`src/rtl/math_pkg.sv`:
```
// Shared constants for the 42x35 multiplier datapath and its round/saturate post-processor.
package math_pkg;

  localparam int MATH_MULT_35_LAT         = 6;
  localparam int MATH_MULT_35_PROD_W      = 70;
  localparam int MATH_MULT_35_ROUND_SUM_W = 71;

  // Half-LSB of the shifted result: 2^(shift-1), or zero when no shift is applied.
  function automatic logic [MATH_MULT_35_ROUND_SUM_W-1:0] round_half(input logic [5:0] shift);
    round_half = '0;
    if (shift != 6'd0) begin
      round_half[shift - 6'd1] = 1'b1;
    end
  endfunction

endpackage

```
`src/rtl/math_fifo_sync.sv`:
```
// Generic single-clock FIFO: registered storage, head visible one cycle after the write, no fall-through.
module math_fifo_sync #(
  parameter int WIDTH = 8,
  parameter int DEPTH = 16
) (
  input  logic             clk,
  input  logic             rst_n,
  input  logic             wr_en_i,
  input  logic [WIDTH-1:0] wr_data_i,
  input  logic             rd_en_i,
  output logic [WIDTH-1:0] rd_data_o,
  output logic             full_o,
  output logic             empty_o
);

  localparam int AW = $clog2(DEPTH);
  localparam logic [AW:0] PTR_ONE = (AW+1)'(1);

  logic [WIDTH-1:0] mem_q [DEPTH];
  logic [AW:0]      wr_ptr_q, wr_ptr_d;
  logic [AW:0]      rd_ptr_q, rd_ptr_d;
  logic             do_wr, do_rd;

  assign do_wr = wr_en_i && !full_o;
  assign do_rd = rd_en_i && !empty_o;

  always_comb begin
    wr_ptr_d = wr_ptr_q;
    rd_ptr_d = rd_ptr_q;
    if (do_wr) wr_ptr_d = wr_ptr_q + PTR_ONE;
    if (do_rd) rd_ptr_d = rd_ptr_q + PTR_ONE;
  end

  always_ff @(posedge clk or negedge rst_n) begin
    if (!rst_n) begin
      wr_ptr_q <= '0;
      rd_ptr_q <= '0;
    end else begin
      wr_ptr_q <= wr_ptr_d;
      rd_ptr_q <= rd_ptr_d;
    end
  end

  // Storage is not reset; the pointers alone define which entries are live.
  always_ff @(posedge clk) begin
    if (do_wr) mem_q[wr_ptr_q[AW-1:0]] <= wr_data_i;
  end

  assign rd_data_o = mem_q[rd_ptr_q[AW-1:0]];
  assign empty_o   = (wr_ptr_q == rd_ptr_q);
  assign full_o    = (wr_ptr_q[AW] != rd_ptr_q[AW]) &&
                     (wr_ptr_q[AW-1:0] == rd_ptr_q[AW-1:0]);

endmodule

```
`src/rtl/math_mult_35_round.sv`:
```
// Post-processor for math_mult_35: credit-based operand admission, tag line tracking the
// multiply pipeline, round-half-up shift with saturation, and a result FIFO.
module math_mult_35_round
  import math_pkg::*;
#(
  parameter int OUT_W      = 32,
  parameter int FIFO_DEPTH = 16,
  parameter int MULT_LAT   = MATH_MULT_35_LAT
) (
  input  logic                           clk,
  input  logic                           rst_n,
  input  logic                           s_valid,
  output logic                           s_ready,
  input  logic [MATH_MULT_35_PROD_W-1:0] prod,
  input  logic [5:0]                     cfg_shift,
  output logic                           m_valid,
  input  logic                           m_ready,
  output logic [OUT_W-1:0]               m_data,
  output logic                           m_sat,
  input  logic                           sat_clr,
  output logic [15:0]                    sat_count,
  output logic                           idle
);

  localparam int SW = MATH_MULT_35_ROUND_SUM_W;
  localparam int CW = $clog2(FIFO_DEPTH + 1);
  localparam logic [CW-1:0] CNT_MAX = CW'(FIFO_DEPTH);
  localparam logic [CW-1:0] CNT_ONE = CW'(1);

  logic                accept, pop;
  logic [MULT_LAT-1:0] tag_q, tag_d;
  logic                tag_end;

  logic [SW-1:0]       sum, shifted;
  logic [OUT_W-1:0]    rnd_data_d, rnd_data_q;
  logic                rnd_sat_d, rnd_sat_q;
  logic                rnd_vld_q;

  logic [CW-1:0]       cnt_q, cnt_d;
  logic [15:0]         sat_cnt_q, sat_cnt_d;

  logic [OUT_W:0]      fifo_head;
  logic                fifo_full, fifo_empty;

  assign accept = s_valid && s_ready;
  assign pop    = m_valid && m_ready;

  // The tag line mirrors the multiplier pipeline; a set bit at the end means prod is ours.
  assign tag_d   = MULT_LAT'({tag_q, accept});
  assign tag_end = tag_q[MULT_LAT-1];

  always_comb begin
    sum        = SW'(prod) + round_half(cfg_shift);
    shifted    = sum >> cfg_shift;
    rnd_sat_d  = |(shifted >> OUT_W);
    rnd_data_d = rnd_sat_d ? {OUT_W{1'b1}} : shifted[OUT_W-1:0];
  end

  always_ff @(posedge clk or negedge rst_n) begin
    if (!rst_n) begin
      tag_q      <= '0;
      rnd_vld_q  <= 1'b0;
      rnd_data_q <= '0;
      rnd_sat_q  <= 1'b0;
    end else begin
      tag_q     <= tag_d;
      rnd_vld_q <= tag_end;
      if (tag_end) begin
        rnd_data_q <= rnd_data_d;
        rnd_sat_q  <= rnd_sat_d;
      end
    end
  end

  // Credits cover both pipeline and FIFO, so every admitted pair has a slot waiting.
  always_comb begin
    cnt_d = cnt_q;
    case ({accept, pop})
      2'b10:   cnt_d = cnt_q + CNT_ONE;
      2'b01:   cnt_d = cnt_q - CNT_ONE;
      default: cnt_d = cnt_q;
    endcase
  end

  always_comb begin
    sat_cnt_d = sat_cnt_q;
    if (sat_clr) begin
      sat_cnt_d = '0;
    end else if (rnd_vld_q && rnd_sat_q && (sat_cnt_q != 16'hFFFF)) begin
      sat_cnt_d = sat_cnt_q + 16'd1;
    end
  end

  always_ff @(posedge clk or negedge rst_n) begin
    if (!rst_n) begin
      cnt_q     <= '0;
      sat_cnt_q <= '0;
    end else begin
      cnt_q     <= cnt_d;
      sat_cnt_q <= sat_cnt_d;
    end
  end

  math_fifo_sync #(
    .WIDTH (OUT_W + 1),
    .DEPTH (FIFO_DEPTH)
  ) u_fifo (
    .clk       (clk),
    .rst_n     (rst_n),
    .wr_en_i   (rnd_vld_q),
    .wr_data_i ({rnd_sat_q, rnd_data_q}),
    .rd_en_i   (pop),
    .rd_data_o (fifo_head),
    .full_o    (fifo_full),
    .empty_o   (fifo_empty)
  );

  assign m_valid          = !fifo_empty;
  assign {m_sat, m_data}  = m_valid ? fifo_head : '0;
  assign s_ready          = (cnt_q < CNT_MAX);
  assign idle             = (cnt_q == '0);
  assign sat_count        = sat_cnt_q;

  a_no_fifo_overflow: assert property (@(posedge clk) disable iff (!rst_n)
    !(rnd_vld_q && fifo_full));

endmodule

```
`config.mk`:
```
export PLATFORM = sky130hd
export DESIGN_NAME = math_mult_35_round
export DESIGN_NICKNAME = d
export VERILOG_FILES = /design/src/rtl/math_pkg.sv /design/src/rtl/math_fifo_sync.sv /design/src/rtl/math_mult_35_round.sv
export SDC_FILE = /design/constraint.sdc
export NUM_CORES = 1
export LEC_CHECK = 0
export CAP_MARGIN = 15
export CORE_UTILIZATION = 50
export CTS_BUF_LIST = sky130_fd_sc_hd__clkbuf_8
export DETAILED_ROUTE_END_ITERATION = 12
export PLACE_DENSITY = 0.68
export SYNTH_ARGS = -nofsm -noshare
export SYNTH_HDL_FRONTEND = slang
export SYNTH_SLANG_ARGS = --single-unit
```
`constraint.sdc`:
```
create_clock -name clk -period 4.5 [get_ports clk]
set_input_delay 0.9 -clock clk [delete_from_list [all_inputs] [get_ports clk]]
set_output_delay 0.9 -clock clk [all_outputs]
set_load 0.02 [all_outputs]
```
**After elaboration in Yosys (flattened, before gate mapping)**

Memories as Yosys holds them, arrays and structs flattened.
Index checks and enable logic that the tools add are counted.
Widths: inputs -> output; s select.

- RAM bits: 528
- Register bits after elaboration: 71
- Logic and storage cells: 51
- Input port bits: 81
- Memories: 1
- Output and inout bits: 52

Memory list:

| name | depth | width | rd ports | clocked after Yosys merged registers in | write ports | RTL line | RTL |
|---|---|---|---|---|---|---|---|
| u_fifo.mem_q | 16 | 33 | 1 | 0 | 1 | math_fifo_sync.sv:19 | `logic [WIDTH-1:0] mem_q [DEPTH];` |

- Magnitude comparators: 3
- Reductions and logical operators: 15
- $add $sub $neg: 7
- Mux-type cells: 10
- Equality and inequality tests: 6
- Shift operators: 1

Operators with widths:

| operator | count |
|---|---|
| $add 70x71->71 | 1 |
| $shr 71x6->71 | 1 |
| $mux 64 | 1 |
| $reduce_or 39->1 | 1 |
| $mux 33 | 1 |
| $mux 16 | 2 |
| $mux 32 | 1 |
| $add 16x1->16 const B | 1 |
| $ne 16x16->1 const B | 1 |
| $add 5x1->5 const B | 3 |
| $pmux 5 s2 | 1 |
| $logic_and 1x1->1 | 8 |
| $lt 6x8->1 const B | 1 |
| $demux 1 s6 | 1 |
| $ge 6x1->1 const B | 1 |
| $reduce_bool 6->1 | 1 |
| $sub 6x1->6 const B | 1 |
| $eq 5x5->1 | 1 |
| $logic_not 5->1 | 1 |
| $lt 5x5->1 const B | 1 |
| $sub 5x1->5 const B | 1 |
| $eq 4x4->1 | 1 |
| $reduce_bool 2->1 | 2 |
| $mux 1 | 3 |
| other kinds (4) | 5 |

**Longest topological paths before layout**

- Word-level depth: 10
- Mapped depth: 31
- Depth with buffers taken out: 25

**Cells and area by module**

Synthesis repeated with hierarchy kept, for this count alone.

- Cells, all modules: 2976
- Area total of the unflattened synthesis: 34739.6 um^2

Modules (own cells, without submodules):

| module | seq. area each (um^2) | cells an instance | area an instance (um^2) | times used |
|---|---|---|---|---|
| math_fifo_sync | 16105.4 | 887 | 20412.1 | 1 |
| math_mult_35_round | 1526.5 | 2089 | 14327.5 | 1 |

**Worst setup path before layout**

Ideal clock, no wire load.

- Kind: input to register
- Start: input cfg_shift[0]
- End: register rnd_data_q[24]
- Arrival: 8.379 ns
- Buffers on the path: 6
- Setup slack: -4.008 ns
- Data required time: 4.371 ns
- Library setup time: 0.129 ns
- Stages: 31
- Cell sequence: inv_2 -> buf_1 -> buf_1 -> clkbuf_1 -> buf_1 -> clkbuf_1 -> ha_1 -> nor2b_1 -> nor3_1 -> a21oi_1 -> o22ai_1 -> nand2_1 -> nor2_1 -> ha_1 -> fa_1 -> a211oi_1 -> o211ai_1 -> a21oi_2 -> nor4_2 -> o31a_1 -> a211oi_2 -> nor2_1 -> or4_4 -> and2_0 -> mux4_2 -> a2111oi_2 -> a31oi_1 -> nor4b_2 -> a32o_2 -> buf_4 -> a31oi_1

- Longest elaborated chain between the ends: 10
- Elaborated cells between the ends (all ways): 12
- Those cells by class: add/sub (2); order compare (2); shift (1); mux (4); reduce/logical (3)

Ends and longest elaborated chain:

| element | RTL line | RTL |
|---|---|---|
| start: declaration | math_mult_35_round.sv:15 | `input logic [5:0] cfg_shift,` |
| $sub 6x1->6 | math_pkg.sv:12 | `round_half[shift - 6'd1] = 1'b1;` |
| $lt 6x8->1 (not written as such) or $ge 6x1->1 (tied branches) | math_pkg.sv:12 |  |
| $logic_and 1x1->1 (not written as such) | math_pkg.sv:12 |  |
| $mux 1 (not written as such) | math_pkg.sv:12 |  |
| $demux 1 s6 | math_pkg.sv:12 |  |
| $mux 64 | math_pkg.sv:11 | `if (shift != 6'd0) begin` |
| $add 70x71->71 | math_mult_35_round.sv:53 | `sum = SW'(prod) + round_half(cfg_shift);` |
| $shr 71x6->71 * | math_mult_35_round.sv:54 | `shifted = sum >> cfg_shift;` |
| $reduce_or 39->1 | math_mult_35_round.sv:55 | `rnd_sat_d = \|(shifted >> OUT_W);` |
| $mux 32 * | math_mult_35_round.sv:56 | `rnd_data_d = rnd_sat_d ? {OUT_W{1'b1}} : shifted[OUT_W-1:0];` |
| end signal: assignment | math_mult_35_round.sv:69 | `rnd_data_q <= rnd_data_d;` |
| end: declaration | math_mult_35_round.sv:35 | `logic [OUT_W-1:0] rnd_data_d, rnd_data_q;` |

Mark *: on every way between the ends. The rest lies on a longest branch, timed or not.
A chain may end at the register's enable or synchronous reset.

**Worst setup path in the final report**

- Start: input cfg_shift[0]
- End: register rnd_data_q[17]

Same word-level chain as after synthesis.

==> run_results.csv <==
group,metric,value,unit
routing,first_pass_iters,6,
floorplan,die_x,262,um
synthesis,yosys_warnings,0,
setup_path,cp.required,4990,ps
clock_tree,htreeDepth,3,
synthesis,synth_ff_type,"edfxtp_1",
timing,skew,44.1,ps
run_status,violations,"negative setup slack",
setup_path,end_kind,"flop",
synthesis,ys_seq_area_share,52.3,%
power,p_per_area,430,nW/um^2
timing,fin_crit,6310,ps
placement,dp_slack,-3550,ps
finish,drive_gt1_share,38.4,%
finish,area_growth_syn_to_layout,33.5,%
run_status,status,"finished with violations",
setup_path,path_max_fanout,10,
synthesis,yosys.area.top_type,"edfxtp_1",
finish,n_fill_cell,4854,
floorplan,rows,94,
synthesis,synth_top_area_share,47.0,%
timing,rsz0062_at_grt,"true",
setup_path,arrival,6800,ps
routing,vias,28064,
power,fin_total_pwr,19300,uW
setup_path,slowest_stage,"mux4_2",
clock_tree,root_buffer,"clkbuf_8",
global_route,grt_pass1_wl,175000,um
floorplan,floorplan.core_area,66200,sq um
clock_tree,clkSlewWorstSetupHoldPaths,70,ps
placement,dp_hpwl,86200,um
setup_path,critPathMostFrequentCell,"buf_12",
timing,worst_slack,-1810,ps
setup_path,max_stage_delay,540,ps
timing,whs,354,ps
synthesis,yosysMostFrequentCell,"edfxtp_1",
floorplan,initial_core_util,50.9,%
setup_path,crit_type,"in -> reg",
synthesis,ys_types,91,
power,p_leak,0.0168,uW
routing,via_per_inst,6.15,
floorplan,die_y,262,um
clock_tree,insertion_delay,650,ps
synthesis,async_reset_ff_share,11.9,%
timing,hold_viol_final,0,
global_route,grt_pass1_vias,28994,
synthesis,synth-seq-cells,599,
synthesis,synth_commonest_cells,"edfxtp_1, nor2_1, nand2_1",
floorplan,dieArea,68400,sq um
global_route,groute.usage.overall,34.4,%
finish,final_util,67.9,%
clock_tree,cts_buffer_depth,3,
worst_hold_path,hp-class,"reg -> reg",
timing,finalMaxSlewViolations,0,
global_route,grt_overflow,0,
timing,relSlewSlack,37.2,%
timing,tightest_slew,927,ps
routing,wl,118000,um
routing,ant_nets,0,
synthesis,synth_area_leaders,"edfxtp_1, mux4_2, dfrtp_1",
synthesis,syn_area,33700,sq um
setup_path,setup.worst_path.start_class,"input port",
finish,nNetsFinal,3796,
routing,wl_per_cell,25.9,um
timing,tns,-57440,ps
placement,gp_congestion,1.05,
synthesis,synth_edf_count,528,
clock_tree,numCtsBuffers,83,
floorplan,top_level_ports,133,
clock_tree,cts_num_sinks,599,
routing,post-route-drc-count,0,
power,peakVddDrop,0.382,mV
synthesis,avgSynthCellArea,12.3,sq um
global_route,antenna_found_initial,3,
clock_tree,cts_tree,"yes",
timing,setup_viol,33,
clock_tree,hold_buffers,0,
timing,fmax,158,MHz
routing,first_iter_violations,2680,
flow_run,maxCapViolCount,0,
timing,finalCritPeriodShare,140,%
synthesis,synth_fp_nets,2909,
global_route,grt_start_max_net_pins,72,
synthesis,synth_cells,2751,
placement,io_buffers,132,
kinds of logic after synthesis:
logic type	share of synthesized area, %
adder cells (fa/ha/maj)	2.90
buffers and inverters	2.30
AND/OR/NAND/NOR	11.7
XOR/XNOR	2.29
multiplexers	16.2
AO/OA/AOI/OAI	12.3
flip-flops	52.3
area by class of cell:
class                   instances  area, sq um  area share (%)
diodes                          2         5.00          0.0111
clock buffers                  89         1220            2.72
clock inverters                55          323           0.718
inverters                      31          141           0.314
multi-input cells            1958        16700            37.0
flip-flops and latches        599        17600            39.2
well taps                     864         1080            2.40
repair buffers                965         7920            17.6
where the power goes:
part | internal [uW] | switching [uW]
Clock | 1960 | 1960
Combinational | 3680 | 3590
Sequential | 7230 | 905
metrics by stage:
| step | instances | area, sq um |
|---|---|---|
| after floorplan | 2751 | 34000 |
| after global placement | 4364 | 41800 |
| after detailed placement | 4364 | 41800 |
| after CTS | 4540 | 44300 |
| after global routing | 4563 | 45000 |
| final | 4563 | 45000 |
critical path, delay by kind of cell:
family | cells | cell delay [ps]
simple gates | 9 | 1580
compound gates | 11 | 2450
buf+inv | 5 | 620
mux | 1 | 540
fa+ha+maj | 3 | 690
registers in the layout (all words and copies together) (netlist names):
name / flops
cnt_q: 5
rnd_data_q: 32
u_fifo.wr_ptr_q: 5
rnd_sat_q: 1
tag_q: 6
rnd_vld_q: 1
u_fifo.rd_ptr_q: 5
u_fifo.mem_q: 528
sat_count: 16
final timing paths:
check | start | endpoint | slack (ps) | cells after the start
worst max-delay path | cfg_shift[0] | rnd_data_q[17]$_DFFE_PN0P_ | -1810 | 29
worst min-delay path | tag_q[2]$_DFF_PN0_ | tag_q[3]$_DFF_PN0_ | 350 | 0
worst max register to register | u_fifo.rd_ptr_q[0]$_DFFE_PN0P_ | cnt_q[4]$_DFFE_PN0P_ | 960 | 16
worst min register to register | tag_q[2]$_DFF_PN0_ | tag_q[3]$_DFF_PN0_ | 350 | 0
max in group asynchronous | rst_n | u_fifo.rd_ptr_q[1]$_DFFE_PN0P_ | 3430 | 1
min in group asynchronous | rst_n | u_fifo.rd_ptr_q[0]$_DFFE_PN0P_ | 390 | 1
metal layers:
layer | share of wire, % | global-route usage [%] | vias up | wire length, um
met5 | 0 | 0 | - | 0
met3 | 5.6 | 3.18 | 271 | 6640
met1 | 37 | 41.0 | 14025 | 44100
li1 | - | - | 12577 | -
met2 | 52 | 62.0 | 1191 | 61300
met4 | 5.2 | 17.7 | 0 | 6130
cell usage in the layout, fill, tap and decap left out, drive strengths merged, types with 44 or more instances in the layout:
master         netlist  final
a21oi              197    197
buf                 68    838
clkbuf              95     90
clkdlybuf4s50        0    125
dfrtp               71     71
edfxtp             528    528
ha                  75     75
inv                 30     67
mux2i              108    108
mux4               184    184
nand2              231    231
nand4               66     66
nor2               307    307
nor3                49     49
o21ai              138    138
xnor2               44     44
xor2                44     44
timing repair:
item	4_1_cts	5_1_grt
resized for setup	182	108
pin swaps	53	21
setup endpoints to repair	33	66
cloned	1	1
buffers inserted	32	20
(Power assumes the default switching activity.)
